--- config.mk ---
export PLATFORM = sky130hd
export DESIGN_NAME = mcycle_seq
export DESIGN_NICKNAME = d
export VERILOG_FILES = /design/src/rtl/mcycle_seq.sv
export SDC_FILE = /design/constraint.sdc
export NUM_CORES = 1
export LEC_CHECK = 0
export ABC_AREA = 1
export BUFFER_PORTS_ARGS = -buffer_cell sky130_fd_sc_hd__buf_2
export CORE_MARGIN = 1.5
export CORE_UTILIZATION = 52
export CTS_BUF_LIST = sky130_fd_sc_hd__clkbuf_16
export DETAILED_ROUTE_END_ITERATION = 6
export PLACE_DENSITY = 0.81
export SYNTH_ARGS = -nofsm -noshare
export SYNTH_HDL_FRONTEND = slang
export SYNTH_SLANG_ARGS = --single-unit
--- constraint.sdc ---
create_clock -name clk -period 2.1 [get_ports clk]
set_input_delay 0.315 -clock clk [delete_from_list [all_inputs] [get_ports clk]]
set_output_delay 0.315 -clock clk [all_outputs]
set_load 0.05 [all_outputs]
--- src/rtl/mcycle_seq.sv ---
// mcycle_seq: multicycle control sequencer for the 16-bit TSC CPU.
//
// Steps each instruction through IF/ID/EX/MEM/WB. It drives the datapath
// enables and mux selects, waits on a mem_ready handshake for variable
// memory latency, counts retired instructions and handles WWD/HLT.
//
// Ports:
//   clk, reset        clock and asynchronous active-high reset
//   inst              IR contents (opcode = inst[15:12], func = inst[5:0])
//   bcond             ALU branch condition, valid in EX
//   mem_ready         memory completed the pending request this cycle
//   mem_read/write    memory request, held until mem_ready
//   addr_sel          address bus source: 0 = PC, 1 = ALU result
//   ir_write          latch read data into IR
//   mdr_write         latch read data into MDR
//   pc_write, pc_src  PC update; 0 = PC+1, 1 = jump, 2 = branch, 3 = reg A
//   reg_write         register-file write enable
//   wb_reg_sel        0 = rt, 1 = rd, 2 = $2
//   wb_data_sel       0 = ALU, 1 = MDR, 2 = PC
//   alu_src_imm       ALU operand 2 is the immediate
//   out_valid         one-cycle WWD strobe
//   is_halted         HLT executed
//   mem_err           memory wait timed out (sticky until reset)
//   num_inst          retired-instruction count, wraps
//
// Build option: define MCYCLE_SEQ_TIMEOUT_EN to enable the memory wait
// timeout (TIMEOUT cycles with mem_ready low in IF/MEM -> ERR state).
// Without it IF/MEM wait indefinitely and mem_err is tied 0.

module mcycle_seq #(
  parameter int unsigned CNT_W   = 16,
  parameter int unsigned TIMEOUT = 64
) (
  input  logic             clk,
  input  logic             reset,
  input  logic [15:0]      inst,
  input  logic             bcond,
  input  logic             mem_ready,
  output logic             mem_read,
  output logic             mem_write,
  output logic             addr_sel,
  output logic             ir_write,
  output logic             mdr_write,
  output logic             pc_write,
  output logic [1:0]       pc_src,
  output logic             reg_write,
  output logic [1:0]       wb_reg_sel,
  output logic [1:0]       wb_data_sel,
  output logic             alu_src_imm,
  output logic             out_valid,
  output logic             is_halted,
  output logic             mem_err,
  output logic [CNT_W-1:0] num_inst
);

  typedef enum logic [2:0] {
    StRst, StIf, StId, StEx, StMem, StWb, StHalt, StErr
  } state_e;

  // Instruction classes; everything the sequencer needs from the IR.
  typedef enum logic [3:0] {
    ClsNop, ClsJmp, ClsJal, ClsHlt, ClsAlu, ClsImm,
    ClsLwd, ClsSwd, ClsBr, ClsJpr, ClsJrl, ClsWwd
  } cls_e;

  localparam logic [1:0] PcSeq  = 2'd0;
  localparam logic [1:0] PcJmp  = 2'd1;
  localparam logic [1:0] PcBr   = 2'd2;
  localparam logic [1:0] PcRegA = 2'd3;

  localparam logic [1:0] RegRt = 2'd0;
  localparam logic [1:0] RegRd = 2'd1;
  localparam logic [1:0] RegR2 = 2'd2;

  localparam logic [1:0] DataAlu = 2'd0;
  localparam logic [1:0] DataMdr = 2'd1;
  localparam logic [1:0] DataPc  = 2'd2;

  state_e           state_q, state_d;
  cls_e             cls;
  logic [CNT_W-1:0] num_q, num_d;
  logic             retire;

  logic [3:0] opcode;
  logic [5:0] func;
  assign opcode = inst[15:12];
  assign func   = inst[5:0];

  // Register fields are routed by the datapath, not decoded here.
  logic unused_inst;
  assign unused_inst = ^inst[11:6];

  // ---------------------------------------------------------------------
  // Decode
  // ---------------------------------------------------------------------
  always_comb begin
    cls = ClsNop;
    case (opcode)
      4'd0, 4'd1, 4'd2, 4'd3: cls = ClsBr;
      4'd4, 4'd5, 4'd6:       cls = ClsImm;
      4'd7:                   cls = ClsLwd;
      4'd8:                   cls = ClsSwd;
      4'd9:                   cls = ClsJmp;
      4'd10:                  cls = ClsJal;
      4'd15: begin
        if (func < 6'd8) begin
          cls = ClsAlu;
        end else begin
          case (func)
            6'd25:   cls = ClsJpr;
            6'd26:   cls = ClsJrl;
            6'd28:   cls = ClsWwd;
            6'd29:   cls = ClsHlt;
            default: cls = ClsNop;
          endcase
        end
      end
      default: cls = ClsNop;
    endcase
  end

  // ---------------------------------------------------------------------
  // Next state and Moore outputs (ir/mdr/IF-pc writes qualified by mem_ready)
  // ---------------------------------------------------------------------
  logic base_next_err;

  always_comb begin
    state_d     = state_q;
    mem_read    = 1'b0;
    mem_write   = 1'b0;
    addr_sel    = 1'b0;
    ir_write    = 1'b0;
    mdr_write   = 1'b0;
    pc_write    = 1'b0;
    pc_src      = PcSeq;
    reg_write   = 1'b0;
    wb_reg_sel  = RegRt;
    wb_data_sel = DataAlu;
    alu_src_imm = 1'b0;
    out_valid   = 1'b0;
    is_halted   = 1'b0;

    unique case (state_q)
      StRst: state_d = StIf;

      StIf: begin
        mem_read = 1'b1;
        if (mem_ready) begin
          ir_write = 1'b1;
          pc_write = 1'b1;
          pc_src   = PcSeq;
          state_d  = StId;
        end
      end

      StId: begin
        case (cls)
          ClsJmp: begin
            pc_write = 1'b1;
            pc_src   = PcJmp;
            state_d  = StIf;
          end
          ClsJal:  state_d = StWb;
          ClsHlt:  state_d = StHalt;
          ClsNop:  state_d = StIf;
          default: state_d = StEx;
        endcase
      end

      StEx: begin
        case (cls)
          ClsAlu, ClsJrl: state_d = StWb;
          ClsImm: begin
            alu_src_imm = 1'b1;
            state_d     = StWb;
          end
          ClsLwd, ClsSwd: begin
            alu_src_imm = 1'b1;
            state_d     = StMem;
          end
          ClsBr: begin
            pc_write = bcond;
            pc_src   = PcBr;
            state_d  = StIf;
          end
          ClsJpr: begin
            pc_write = 1'b1;
            pc_src   = PcRegA;
            state_d  = StIf;
          end
          ClsWwd: begin
            out_valid = 1'b1;
            state_d   = StIf;
          end
          default: state_d = StIf;
        endcase
      end

      StMem: begin
        addr_sel    = 1'b1;
        alu_src_imm = 1'b1;
        mem_read    = (cls == ClsLwd);
        mem_write   = (cls == ClsSwd);
        if (mem_ready) begin
          if (cls == ClsLwd) begin
            mdr_write = 1'b1;
            state_d   = StWb;
          end else begin
            state_d = StIf;
          end
        end
      end

      StWb: begin
        reg_write = 1'b1;
        state_d   = StIf;
        case (cls)
          ClsAlu: wb_reg_sel = RegRd;
          ClsLwd: wb_data_sel = DataMdr;
          ClsJal: begin
            wb_reg_sel  = RegR2;
            wb_data_sel = DataPc;
            pc_write    = 1'b1;
            pc_src      = PcJmp;
          end
          ClsJrl: begin
            wb_reg_sel  = RegR2;
            wb_data_sel = DataPc;
            pc_write    = 1'b1;
            pc_src      = PcRegA;
          end
          default: begin
            wb_reg_sel  = RegRt;
            wb_data_sel = DataAlu;
          end
        endcase
      end

      StHalt: is_halted = 1'b1;

      StErr: state_d = StErr;

      default: state_d = StRst;
    endcase

    if (base_next_err) begin
      state_d = StErr;
    end
  end

  // An instruction retires when control leaves its last state for IF or HALT.
  assign retire = (state_q inside {StId, StEx, StMem, StWb}) &&
                  (state_d inside {StIf, StHalt});
  assign num_d  = retire ? num_q + CNT_W'(1) : num_q;

  always_ff @(posedge clk or posedge reset) begin
    if (reset) begin
      state_q <= StRst;
      num_q   <= '0;
    end else begin
      state_q <= state_d;
      num_q   <= num_d;
    end
  end

  assign num_inst = num_q;

  // ---------------------------------------------------------------------
  // Optional memory wait timeout
  // ---------------------------------------------------------------------
`ifdef MCYCLE_SEQ_TIMEOUT_EN
  localparam int unsigned WaitW = $clog2(TIMEOUT + 1);

  logic [WaitW-1:0] wait_q, wait_d;
  logic             waiting;

  assign waiting       = ((state_q == StIf) || (state_q == StMem)) && !mem_ready;
  assign base_next_err = waiting && (wait_q == WaitW'(TIMEOUT - 1));

  // Counter restarts whenever the state changes, i.e. on entry to IF/MEM.
  always_comb begin
    wait_d = wait_q;
    if (state_d != state_q) begin
      wait_d = '0;
    end else if (waiting) begin
      wait_d = wait_q + WaitW'(1);
    end
  end

  always_ff @(posedge clk or posedge reset) begin
    if (reset) begin
      wait_q <= '0;
    end else begin
      wait_q <= wait_d;
    end
  end

  assign mem_err = (state_q == StErr);
`else
  logic unused_cfg;
  assign unused_cfg    = ^TIMEOUT;
  assign base_next_err = 1'b0;
  assign mem_err       = 1'b0;
`endif

endmodule

==> results.md <==
* Average routed wire per standard cell at approximately 12 um
* Synthesized Nets at between 200 and 300
* RSZ-0062 raised after global routing: no
* Final critical path time including I/O delays and setup at around 2000 ps
* Clk sinks at 19
* Grt peak-use layer: met2
* Crit path max fanout at 5
* GP Congestion at a little over 0.9
* Vias per cell at about 5.2
* Filler cells at ~300
* Critical path class: input pin to output port
* Slew margin rel. at 52.5%
* Final setup violation count at 0
* Design area at around 2200 um^2
* Port Buf Inserts at 45
* Clock power share at between 40% and 50%
* Yosys top cell area share at between 20% and 30%
* Cts bufs inserted at 3
* Post-DP Area at 2090 um^2
* Clock skew at between 2 and 2.5 ps
* Period utilization at a little over nine tenths
* Gate power share at between 10% and 20%
* Yosys top cell by area: dfrtp_1
* Layout cell share with drive strength beyond 1 at around 32%
* Vias at about 1900
* NumNets Final at between 300 and 400
* Iter 0 DRT Violations at between 100 and 150
* Commonest non-fill, non-tap cell in the layout: nand2_1
* I/O pins at 53
* Clk buf depth at 2
* Clock Latency Late Sink at around 250 ps
* Top cells by area, synth: dfrtp_1 28%, nand2_1 15%, inv_1 8.9%, nor2_1 7.2%, nand4_1 6.5%
* DR pass1 iterations at 4
* Final ANT Viol Nets at 0
* Area Overhead vs Synth at 28.5%
* Largest net degree at the start of global routing at 20
* Sequential area share after synthesis at 27.6%
* Final WS setup at between 100 and 150 ps
* Max cap viols at 0
* H-tree depth at 1
* Final Util at 71.4%
* Crit path required time at about 1800 ps
* First-pass GRT wire length at approximately 7000 um
* Pint at approximately 0.65 mW
* Mapped Area at 1720 um^2
* Status: finished clean
* Number of synthesized register bits at 19
* CP Data Arrival Time at approximately 1700 ps
* Met3 usage at under 10%
* Most frequent cells in the layout: 64 x nand2_1, 43 x buf_2, 37 x inv_1, 26 x nor2_1, 19 x dfrtp_1
* Remaining Overflow, GRT at 0
* DP HPWL at 3200 um
* Clock root buffer: clkbuf_16
* Worst-Margin Slew at between 700 and 800 ps
* Row count at 20
* Peak supply drop at between 400 and 500 uV
* Synthesis Warnings at 0
* Net Sw Power at a little over 0.2 mW
* Global Route met2 Usage at 47.6%
* WL final at between 4000 and 5000 um
* Final hold violations at 0
* Die H at ~61 um
* Starting Density at a little under three fifths
* Number of global-route vias before repair at roughly 1700
* CTS tree: done
* Clock transition at path regs at ~50 ps
* Crit. End Element: output port
* Final Slew Violations at 0
* Synth cell types at 31
* CP startpoint kind: input pin
* LEAKAGE at about 1.2 nW
* Switching part of the total power at a little under a quarter
* Synthesized instance count at around 270
* Antenna diodes at 0
* Antenna violations before repair at 0
* Drc violations at 0
* Fmax at approximately 500 MHz
* Die width at 60.6 um
* Syn Area/Cell at approximately 6.5 um^2
* Power Dens Cells at 386 nW/um^2
* Dpl ws at about 13 ps
* Die Area at 3670 um^2
* Tot GR Track Use at ~24%
* Met1 Resource Use GR at between 20% and 30%
* Min-Delay Path Class: input pin to async pin
* Sequential fraction of design power at between 40% and 50%
* Core ar. at just over 3000 um^2
* Setup Buffers After CTS at 0
## cells by family after synthesis
| kind of cell | share of synthesized area [%] |
|---|---|
| adder cells (fa/ha/maj) | 0.726 |
| AO/OA/AOI/OAI | 3.63 |
| other | 0.217 |
| XOR/XNOR | 7.11 |
| flip-flops | 27.6 |
| AND/OR/NAND/NOR | 48.7 |
| buffers and inverters | 12.0 |
## state kept, by name, indices dropped and copies added, names as in the netlist
register,flops
state_q,3
num_inst,16
## path summary, 6_finish.rpt
| kind | depth (start not counted) | start | end | slack, ps |
|---|---|---|---|---|
| setup / recovery | 13 | inst[4] | pc_src[0] | 120 |
| hold / removal | 2 | reset | num_inst[2] | 170 |
| setup reg to reg | 13 | state_q[0] | num_inst[8] | 260 |
| hold reg to reg | 2 | num_inst[4] | num_inst[4] | 520 |
| max in group asynchronous | 2 | reset | num_inst[11] | 1480 |
| min in group clk | 2 | num_inst[4] | num_inst[4] | 520 |
## final cells by class
type,instances,area [um^2],share of cell area (%)
inverter,44,165,7.45
multi-input combinational,197,1150,52.1
timing repair buffer,52,287,12.9
clock inverter,1,5.00,0.226
clock buffer,3,75.1,3.39
sequential,19,475,21.5
tap,44,55.1,2.48
## what timing repair did
action                                  CTS  global route
pin swaps                                 0             0
hold buffers                              0             0
endpoints found under the setup margin    2             2
resized for setup                         3            11
## cell usage after synthesis
library cell	number
nand2_1	69
inv_1	41
nor2_1	33
dfrtp_1	19
nand4_1	18
nand3_1	15
nor3_1	9
xor2_1	8
nand2_2	6
xnor2_1	6
nand2_4	5
nand3_2	4
nor2_2	4
o21ai_0	4
a21oi_1	3
buf_4	3
nor4_1	3
inv_2	2
nand3b_1	2
a31o_2	1
buf_2	1
buf_6	1
clkbuf_1	1
clkinv_1	1
conb_1	1
ha_1	1
nand2b_4	1
nand3_4	1
o211ai_1	1
o21ai_1	1
o22ai_1	1
## power groups by stage
| stage | Combinational, mW | Clock, mW | Sequential [mW] |
|---|---|---|---|
| detailed placement | 0.0891 | 0 | 0.373 |
| CTS | 0.0896 | 0.398 | 0.366 |
| global route | 0.106 | 0.407 | 0.366 |
| floorplan | 0.0616 | 0 | 0.373 |
| global placement | 0.0873 | 0 | 0.373 |
| finish | 0.0942 | 0.395 | 0.366 |
## worst max-delay path, cell delays in order
cell and delay (ps):
buf_2 110, inv_1 110, nand3_2 110, nand2_1 70
clkinv_1 70, nand2_1 100, nand2_4 100, inv_2 80
nor2_1 50, a31o_2 250, inv_2 80, nand2_4 40
buf_4 180
## stage by stage
step	hold WS [ps]	setup TNS (ps)	total power [mW]	std cells
4_1_cts	200	0	0.854	360
6_report	169	0	0.856	360
3_5_place_dp	464	0	0.462	356
5_1_grt	261	0	0.879	360
2_1_floorplan	266	-113	0.434	266
3_3_place_gp	465	0	0.460	356
## layer usage
layer / part of all wire [%] / vias to the layer above / wire length (um)
li1: - / 952 / -
met1: 42 / 858 / 1760
met2: 53 / 63 / 2220
met3: 4.1 / 5 / 174
met4: 1.1 / 0 / 48
met5: 0 / - / 0
No activity file was read; power rests on OpenSTA's default activity.
